$ cat src/rtl/ps2_rx_events.sv
`default_nettype none
// ============================================================================
// Module      : ps2_rx_events
// Description : PS/2 keyboard receiver. Synchronises and de-glitches the raw
//               PS/2 lines, frames 11-bit packets (odd parity, stop bit,
//               inactivity timeout) and folds E0/F0 prefixes into single
//               make/break events queued in a first-word-fall-through FIFO.
// Revision    : 1.0 - initial release
// ============================================================================
module ps2_rx_events #(
    parameter int FILTER_LEN = 8,
    parameter int TIMEOUT    = 50000,
    parameter int DEPTH      = 8
) (
    input  logic                     clk,
    input  logic                     rst,
    input  logic                     ps2clk,
    input  logic                     ps2data,
    output logic                     ev_valid,
    input  logic                     ev_ready,
    output logic [7:0]               ev_code,
    output logic                     ev_ext,
    output logic                     ev_brk,
    output logic [$clog2(DEPTH):0]   ev_count,
    output logic                     frame_err,
    output logic                     overflow
);

    localparam int c_FCW = $clog2(FILTER_LEN + 1);
    localparam int c_TCW = $clog2(TIMEOUT + 1);
    localparam int c_AW  = $clog2(DEPTH);
    localparam int c_CW  = c_AW + 1;

    localparam logic [c_FCW-1:0] c_FILT_LAST = c_FCW'(FILTER_LEN - 1);
    localparam logic [c_TCW-1:0] c_TO_MAX    = c_TCW'(TIMEOUT);
    localparam logic [c_CW-1:0]  c_FULL      = c_CW'(DEPTH);

    localparam logic [1:0] c_IDLE   = 2'd0;
    localparam logic [1:0] c_DATA   = 2'd1;
    localparam logic [1:0] c_PARITY = 2'd2;
    localparam logic [1:0] c_STOP   = 2'd3;

    // Bit 0 carries the clock line, bit 1 the data line throughout.
    logic [1:0] w_raw;
    logic [1:0] r_meta;
    logic [1:0] r_sync;
    logic [1:0] w_filt;

    assign w_raw = {ps2data, ps2clk};

    // Two-flop synchroniser; idle-high lines so reset to 1.
    always_ff @(posedge clk) begin
        if (rst) begin
            r_meta <= 2'b11;
            r_sync <= 2'b11;
        end else begin
            r_meta <= w_raw;
            r_sync <= r_meta;
        end
    end

    generate
        for (genvar gi = 0; gi < 2; gi++) begin : g_filter
            logic [c_FCW-1:0] r_cnt;
            logic             r_lvl;

            // Filtered level follows the synchronised line only after
            // FILTER_LEN consecutive cycles of disagreement.
            always_ff @(posedge clk) begin
                if (rst) begin
                    r_cnt <= '0;
                    r_lvl <= 1'b1;
                end else if (r_sync[gi] == r_lvl) begin
                    r_cnt <= '0;
                end else if (r_cnt == c_FILT_LAST) begin
                    r_cnt <= '0;
                    r_lvl <= r_sync[gi];
                end else begin
                    r_cnt <= r_cnt + 1'b1;
                end
            end

            assign w_filt[gi] = r_lvl;
        end
    endgenerate

    logic r_clk_d;
    logic w_fall;

    // Delayed filtered clock for falling-edge detection.
    always_ff @(posedge clk) begin
        if (rst) r_clk_d <= 1'b1;
        else     r_clk_d <= w_filt[0];
    end

    assign w_fall = r_clk_d & ~w_filt[0];

    logic [1:0]       r_state;
    logic [2:0]       r_bitcnt;
    logic [7:0]       r_shift;
    logic             r_parity;
    logic [c_TCW-1:0] r_to_cnt;
    logic             r_byte_valid;
    logic             r_byte_bad;
    logic [7:0]       r_byte;

    // Frame FSM with inactivity timeout; emits one-cycle good/bad byte strobes.
    always_ff @(posedge clk) begin
        if (rst) begin
            r_state      <= c_IDLE;
            r_bitcnt     <= '0;
            r_shift      <= '0;
            r_parity     <= 1'b0;
            r_to_cnt     <= '0;
            r_byte_valid <= 1'b0;
            r_byte_bad   <= 1'b0;
            r_byte       <= '0;
        end else begin
            r_byte_valid <= 1'b0;
            r_byte_bad   <= 1'b0;

            if (r_state == c_IDLE || w_fall) r_to_cnt <= '0;
            else                             r_to_cnt <= r_to_cnt + 1'b1;

            if (r_state != c_IDLE && !w_fall && r_to_cnt == c_TO_MAX) begin
                r_state    <= c_IDLE;
                r_to_cnt   <= '0;
                r_byte_bad <= 1'b1;
            end else if (w_fall) begin
                case (r_state)
                    c_IDLE: begin
                        if (!w_filt[1]) begin
                            r_state  <= c_DATA;
                            r_bitcnt <= '0;
                        end
                    end
                    c_DATA: begin
                        r_shift  <= {w_filt[1], r_shift[7:1]};
                        r_bitcnt <= r_bitcnt + 1'b1;
                        if (r_bitcnt == 3'd7) r_state <= c_PARITY;
                    end
                    c_PARITY: begin
                        r_parity <= w_filt[1];
                        r_state  <= c_STOP;
                    end
                    default: begin
                        r_state <= c_IDLE;
                        r_byte  <= r_shift;
                        if (w_filt[1] && (^{r_shift, r_parity})) r_byte_valid <= 1'b1;
                        else                                     r_byte_bad   <= 1'b1;
                    end
                endcase
            end
        end
    end

    logic            r_ext;
    logic            r_brk;
    logic [c_AW-1:0] r_wptr;
    logic [c_AW-1:0] r_rptr;
    logic [c_CW-1:0] r_count;
    logic [9:0]      r_mem [DEPTH];

    logic w_is_e0;
    logic w_is_f0;
    logic w_push;
    logic w_pop;
    logic w_full;
    logic w_wr;

    assign w_is_e0 = (r_byte == 8'hE0);
    assign w_is_f0 = (r_byte == 8'hF0);
    assign w_push  = r_byte_valid & ~w_is_e0 & ~w_is_f0;
    assign w_pop   = (r_count != '0) & ev_ready;
    assign w_full  = (r_count == c_FULL);
    assign w_wr    = w_push & (~w_full | w_pop);

    // Prefix folding, error/overflow pulses and FIFO pointer bookkeeping.
    always_ff @(posedge clk) begin
        if (rst) begin
            r_ext     <= 1'b0;
            r_brk     <= 1'b0;
            r_wptr    <= '0;
            r_rptr    <= '0;
            r_count   <= '0;
            frame_err <= 1'b0;
            overflow  <= 1'b0;
        end else begin
            frame_err <= r_byte_bad;
            overflow  <= w_push & w_full & ~w_pop;

            if (r_byte_bad) begin
                r_ext <= 1'b0;
                r_brk <= 1'b0;
            end else if (r_byte_valid) begin
                if (w_is_e0) begin
                    r_ext <= 1'b1;
                end else if (w_is_f0) begin
                    r_brk <= 1'b1;
                end else begin
                    r_ext <= 1'b0;
                    r_brk <= 1'b0;
                end
            end

            if (w_wr)  r_wptr <= r_wptr + 1'b1;
            if (w_pop) r_rptr <= r_rptr + 1'b1;

            case ({w_wr, w_pop})
                2'b10:   r_count <= r_count + 1'b1;
                2'b01:   r_count <= r_count - 1'b1;
                default: r_count <= r_count;
            endcase
        end
    end

    // Event storage; contents are don't-care until written.
    always_ff @(posedge clk) begin
        if (w_wr) r_mem[r_wptr] <= {r_byte, r_ext, r_brk};
    end

    logic [9:0] w_head;

    assign w_head   = r_mem[r_rptr];
    assign ev_valid = (r_count != '0);
    assign ev_count = r_count;
    assign {ev_code, ev_ext, ev_brk} = ev_valid ? w_head : 10'd0;

endmodule
`default_nettype wire

$ cat config.mk
export PLATFORM = sky130hd
export DESIGN_NAME = ps2_rx_events
export DESIGN_NICKNAME = d
export VERILOG_FILES = /design/src/rtl/ps2_rx_events.sv
export SDC_FILE = /design/constraint.sdc
export NUM_CORES = 1
export LEC_CHECK = 0
export CAP_MARGIN = 20
export CORE_MARGIN = 1
export CORE_UTILIZATION = 60
export DETAILED_ROUTE_END_ITERATION = 6
export GPL_TIMING_DRIVEN = 0
export PLACE_DENSITY = 0.78
export SLEW_MARGIN = 20
export SYNTH_ARGS = -nofsm -noshare
export SYNTH_HDL_FRONTEND = slang
export SYNTH_SLANG_ARGS = --single-unit
$ cat constraint.sdc
create_clock -name clk -period 3.2 [get_ports clk]
set_input_delay 0.64 -clock clk [delete_from_list [all_inputs] [get_ports clk]]
set_output_delay 0.64 -clock clk [all_outputs]
set_load 0.02 [all_outputs]
==> impl_metrics.csv <==
group,metric,value,unit
finish,layout.core_utilization,72.49,%
yosys,yosys.cell_types.count,47,
floorplan,die-width,103.4,um
global_routing,groute.usage.overall,22.94,%
yosys,synth_flop_cell,"edfxtp_1",
critical_path,timing.critical_path.arrival,2420,ps
job,max_cap_viol_count,0,
yosys,syn_avg_cell_area,13.15,um2
critical_path,critical_path_required,2560,ps
sta,max_clock_freq,327.0,MHz
yosys,synth_seq_cells,152,
sta,worst_pin_slew,1117,ps
finish,nFillCells,657,
finish,commonest_non_fill_non_tap_cell_in_the_layout,"edfxtp_1",
yosys,mappedNetlistArea,6168,um2
route,antenna_violating_nets_post_route,0,
sta,fin_worst_skew,14.02,ps
clock_tree,cts_max_path_buffers,2,
pwr,clock_network_power_share,37.5,%
placed_design,portBuffers,21,
route,postRouteWirelength,10.94,mm
yosys,synthAdderAreaFrac,3.164,%
critical_path,reg2regPathDepth,9,
sta,period_needed,3058,ps
clock_tree,cts-hold-fix-buffers,0,
critical_path,critPathLaunchType,"register",
pwr,power_frac_comb,18.5,%
clock_tree,cts_htree_levels,4,
yosys,post_synth_xor_area_fraction,4.909,%
sta,grt_setup_unrepaired,"no",
yosys,synth_nets,489,
yosys,synthesis_warnings,0,
sta,final_max_slew_viol_count,0,
yosys,largest_family_of_logic_cells_by_synthesized_area,"simple AND/OR/NAND/NOR gates",
critical_path,endpoint_of_the_most_critical_setup_path,"ev_code[6]",
finish,antenna_cells_inserted,0,
route,drt_pre_antenna_iters,5,
finish,final_layout_size_suffix_gt1_share,15.56,%
route,vias,3664,
finish,flow.area_growth_from_synthesis,15.92,%
critical_path,critPathMaxFanout,10,
yosys,synthSimpleGateAreaFrac,12.94,%
sta,final_min_period_over_clock_period,95.57,%
pwr,power_switching_share,27.22,%
yosys,post_syn_instances,469,
critical_path,worst-setup-path-type,"reg2out",
pwr,cellLeakagePower,0.002496,uW
pwr,pwr-share-seq,44.0,%
yosys,number_of_enable_type_register_cells_in_the_synthesized_netlist,80,
yosys,synth_compound_gate_area_share,2.617,%
global_routing,grt_antenna_before_repair,0,
min_path,timing.hold.worst.class,"reg2reg",
finish,layout.cells.non_filler,660,
global_routing,grt_max_degree,17,
floorplan,placement_row_count,36,
clock_tree,cts_root_buffer,"clkbuf_8",
route,post_drt_wl_per_cell,16.58,um
sta,hold_viol_final,0,
yosys,synth_seq_area_share,62.31,%
clock_tree,cts_made_buffers,17,
floorplan,die_y,103.4,um
critical_path,regToRegStartpoint,"r_byte[5]$_SDFFE_PP0P_",
pwr,power.density_cell_area,665.6,nW/um2
floorplan,floorplan.io_pins,22,
floorplan,floorplan.die_area,10690,um2
route,via_per_inst,5.552,
clock_tree,clkSinkCount,152,
critical_path,endpoint_kind,"output port",
route,drcViolationCount,0,
global_routing,grt_pass1_wl,17.73,mm
placed_design,gp_congestion,0.7619,
global_routing,grt-ovfl-total,0,
sta,maxSlewHeadroom,25.28,%
run_status,status,"finished clean",
clock_tree,worst_skew_pair.late_latency,530,ps
finish,final_cell_mix,"edfxtp_1, dfxtp_1, nor2_1",
yosys,post_synth_mux_area_share,12.07,%
clock_tree,cts_resized,5,
finish,final_nets,534,
clock_tree,cts_setup_buffers,0,
clock_tree,cts_tree,"done",
critical_path,rrSetupSlack,290,ps
placed_design,post-place-cells,628,
critical_path,reg2reg_end,"ev_count[3]$_SDFFE_PP0P_",
floorplan,floorplan.core_area,9864,um2
global_routing,first_global_vias,3611,
route,detailed_router_s_first_iteration_violation_count,141,
yosys,synth_async_sr_flop_share,0,%
pwr,switchingPower,1295,uW
pwr,irDropWorstVdd,454.0,uV
pwr,cellInternalPower,3464,uW
floorplan,floorplan.initialDensity,62.53,%
placed_design,hpwl,7.315,mm
clock_tree,cts.clk_slew.worst_paths,60,ps
sta,setup_viol,0,
cell usage after synthesis (all sizes together), types with 2 or more instances:
master	n	area [um2]
nor2b	5	38.78
and2	3	21.27
nor3	12	60.06
mux2i	27	282.8
a211oi	2	15.01
buf	5	28.78
or3	3	23.77
nand2b	4	25.02
a21oi	15	75.07
xor2	11	96.34
nand4	4	25.02
inv	13	48.79
or2	5	31.28
and3	4	25.02
nor2	68	257.8
dfxtp	72	1441
nand3	10	50.05
nor4b	2	17.52
mux4	20	450.4
a22oi	3	27.52
nor4	3	18.77
edfxtp	80	2402
nand2	36	135.1
nand3b	3	22.52
a21o	2	15.01
clkbuf	12	45.04
ha	14	175.2
xnor2	21	183.9
worst max-delay path, cell delays in order (launching register included):
cell             delay (ps)
dfxtp_1                 340
buf_4                   250
mux4_2                  530
mux2i_1                 150
nor2_1                   60
clkdlybuf4s50_1         550
per-stage QoR:
step	setup WS [ps]	hold WS [ps]	TNS [ps]	instance area, um2	power, uW
3_5_place_dp	245.0	400.3	0	6606	3012
2_1_floorplan	536.5	389.5	0	6168	2704
5_1_grt	0.5900	428.1	0	7151	4952
6_report	141.7	414.6	0	7151	4759
4_1_cts	115.8	416.1	0	7151	4790
3_3_place_gp	-317.4	393.9	-3791	6545	2982
state kept, by name (all words and copies together), names as in the netlist, 2 cells and up, named ones only:
signal	flops
ev_count	4
g_filter.r_cnt	8
g_filter.r_lvl	2
r_bitcnt	3
r_byte	8
r_mem	80
r_meta	2
r_rptr	3
r_shift	8
r_state	2
r_sync	2
r_to_cnt	16
r_wptr	3
area by class of cell:
cell class	instances	area [um2]	area share [%]
Sequential cell	152	3844	53.75
Multi-Input combinational cell	287	2228	31.16
Clock buffer	17	414.1	5.792
Timing Repair Buffer	26	245.2	3.430
Tap cell	133	166.4	2.327
Clock inverter	15	121.4	1.697
Buffer	17	82.58	1.155
Inverter	13	48.80	0.6824
metal layers:
metal	GRT usage, %	part of all wire, %	vias to the layer above
li1	-	-	1774
met1	27.80	45	1815
met2	40.09	51	61
met3	6.250	3.1	14
met4	6.934	1.1	0
met5	0	0	-
worst min-delay path by stage:
stage / end / depth (start not counted) / from / slack (ps)
floorplan: r_sync[0]$_SDFF_PP1_ / 1 / r_meta[0]$_SDFF_PP1_ / 390
global placement: r_sync[0]$_SDFF_PP1_ / 1 / r_meta[0]$_SDFF_PP1_ / 390
detailed placement: r_sync[0]$_SDFF_PP1_ / 1 / r_meta[0]$_SDFF_PP1_ / 400
CTS: r_sync[0]$_SDFF_PP1_ / 1 / r_meta[0]$_SDFF_PP1_ / 420
global route: r_sync[0]$_SDFF_PP1_ / 1 / r_meta[0]$_SDFF_PP1_ / 430
finish: r_sync[0]$_SDFF_PP1_ / 1 / r_meta[0]$_SDFF_PP1_ / 410
kinds of logic after synthesis:
| kind of cell | count (synthesis) |
|---|---|
| and+or+nand+nor | 167 |
| muxes | 48 |
| DFF | 152 |
| xor gates and xnor gates | 33 |
| buffers and inverters | 30 |
| AOI/OAI and AO/OA | 24 |
| adders and majority gates | 15 |
power by group through the flow:
stage / Clock (uW) / Combinational [uW] / Sequential [uW]
finish: 1790 / 879 / 2090
floorplan: 0 / 555 / 2150
CTS: 1810 / 890 / 2090
detailed placement: 0 / 876 / 2140
global placement: 0 / 849 / 2130
global route: 1890 / 967 / 2100
Power figures use the tool's default switching activity.
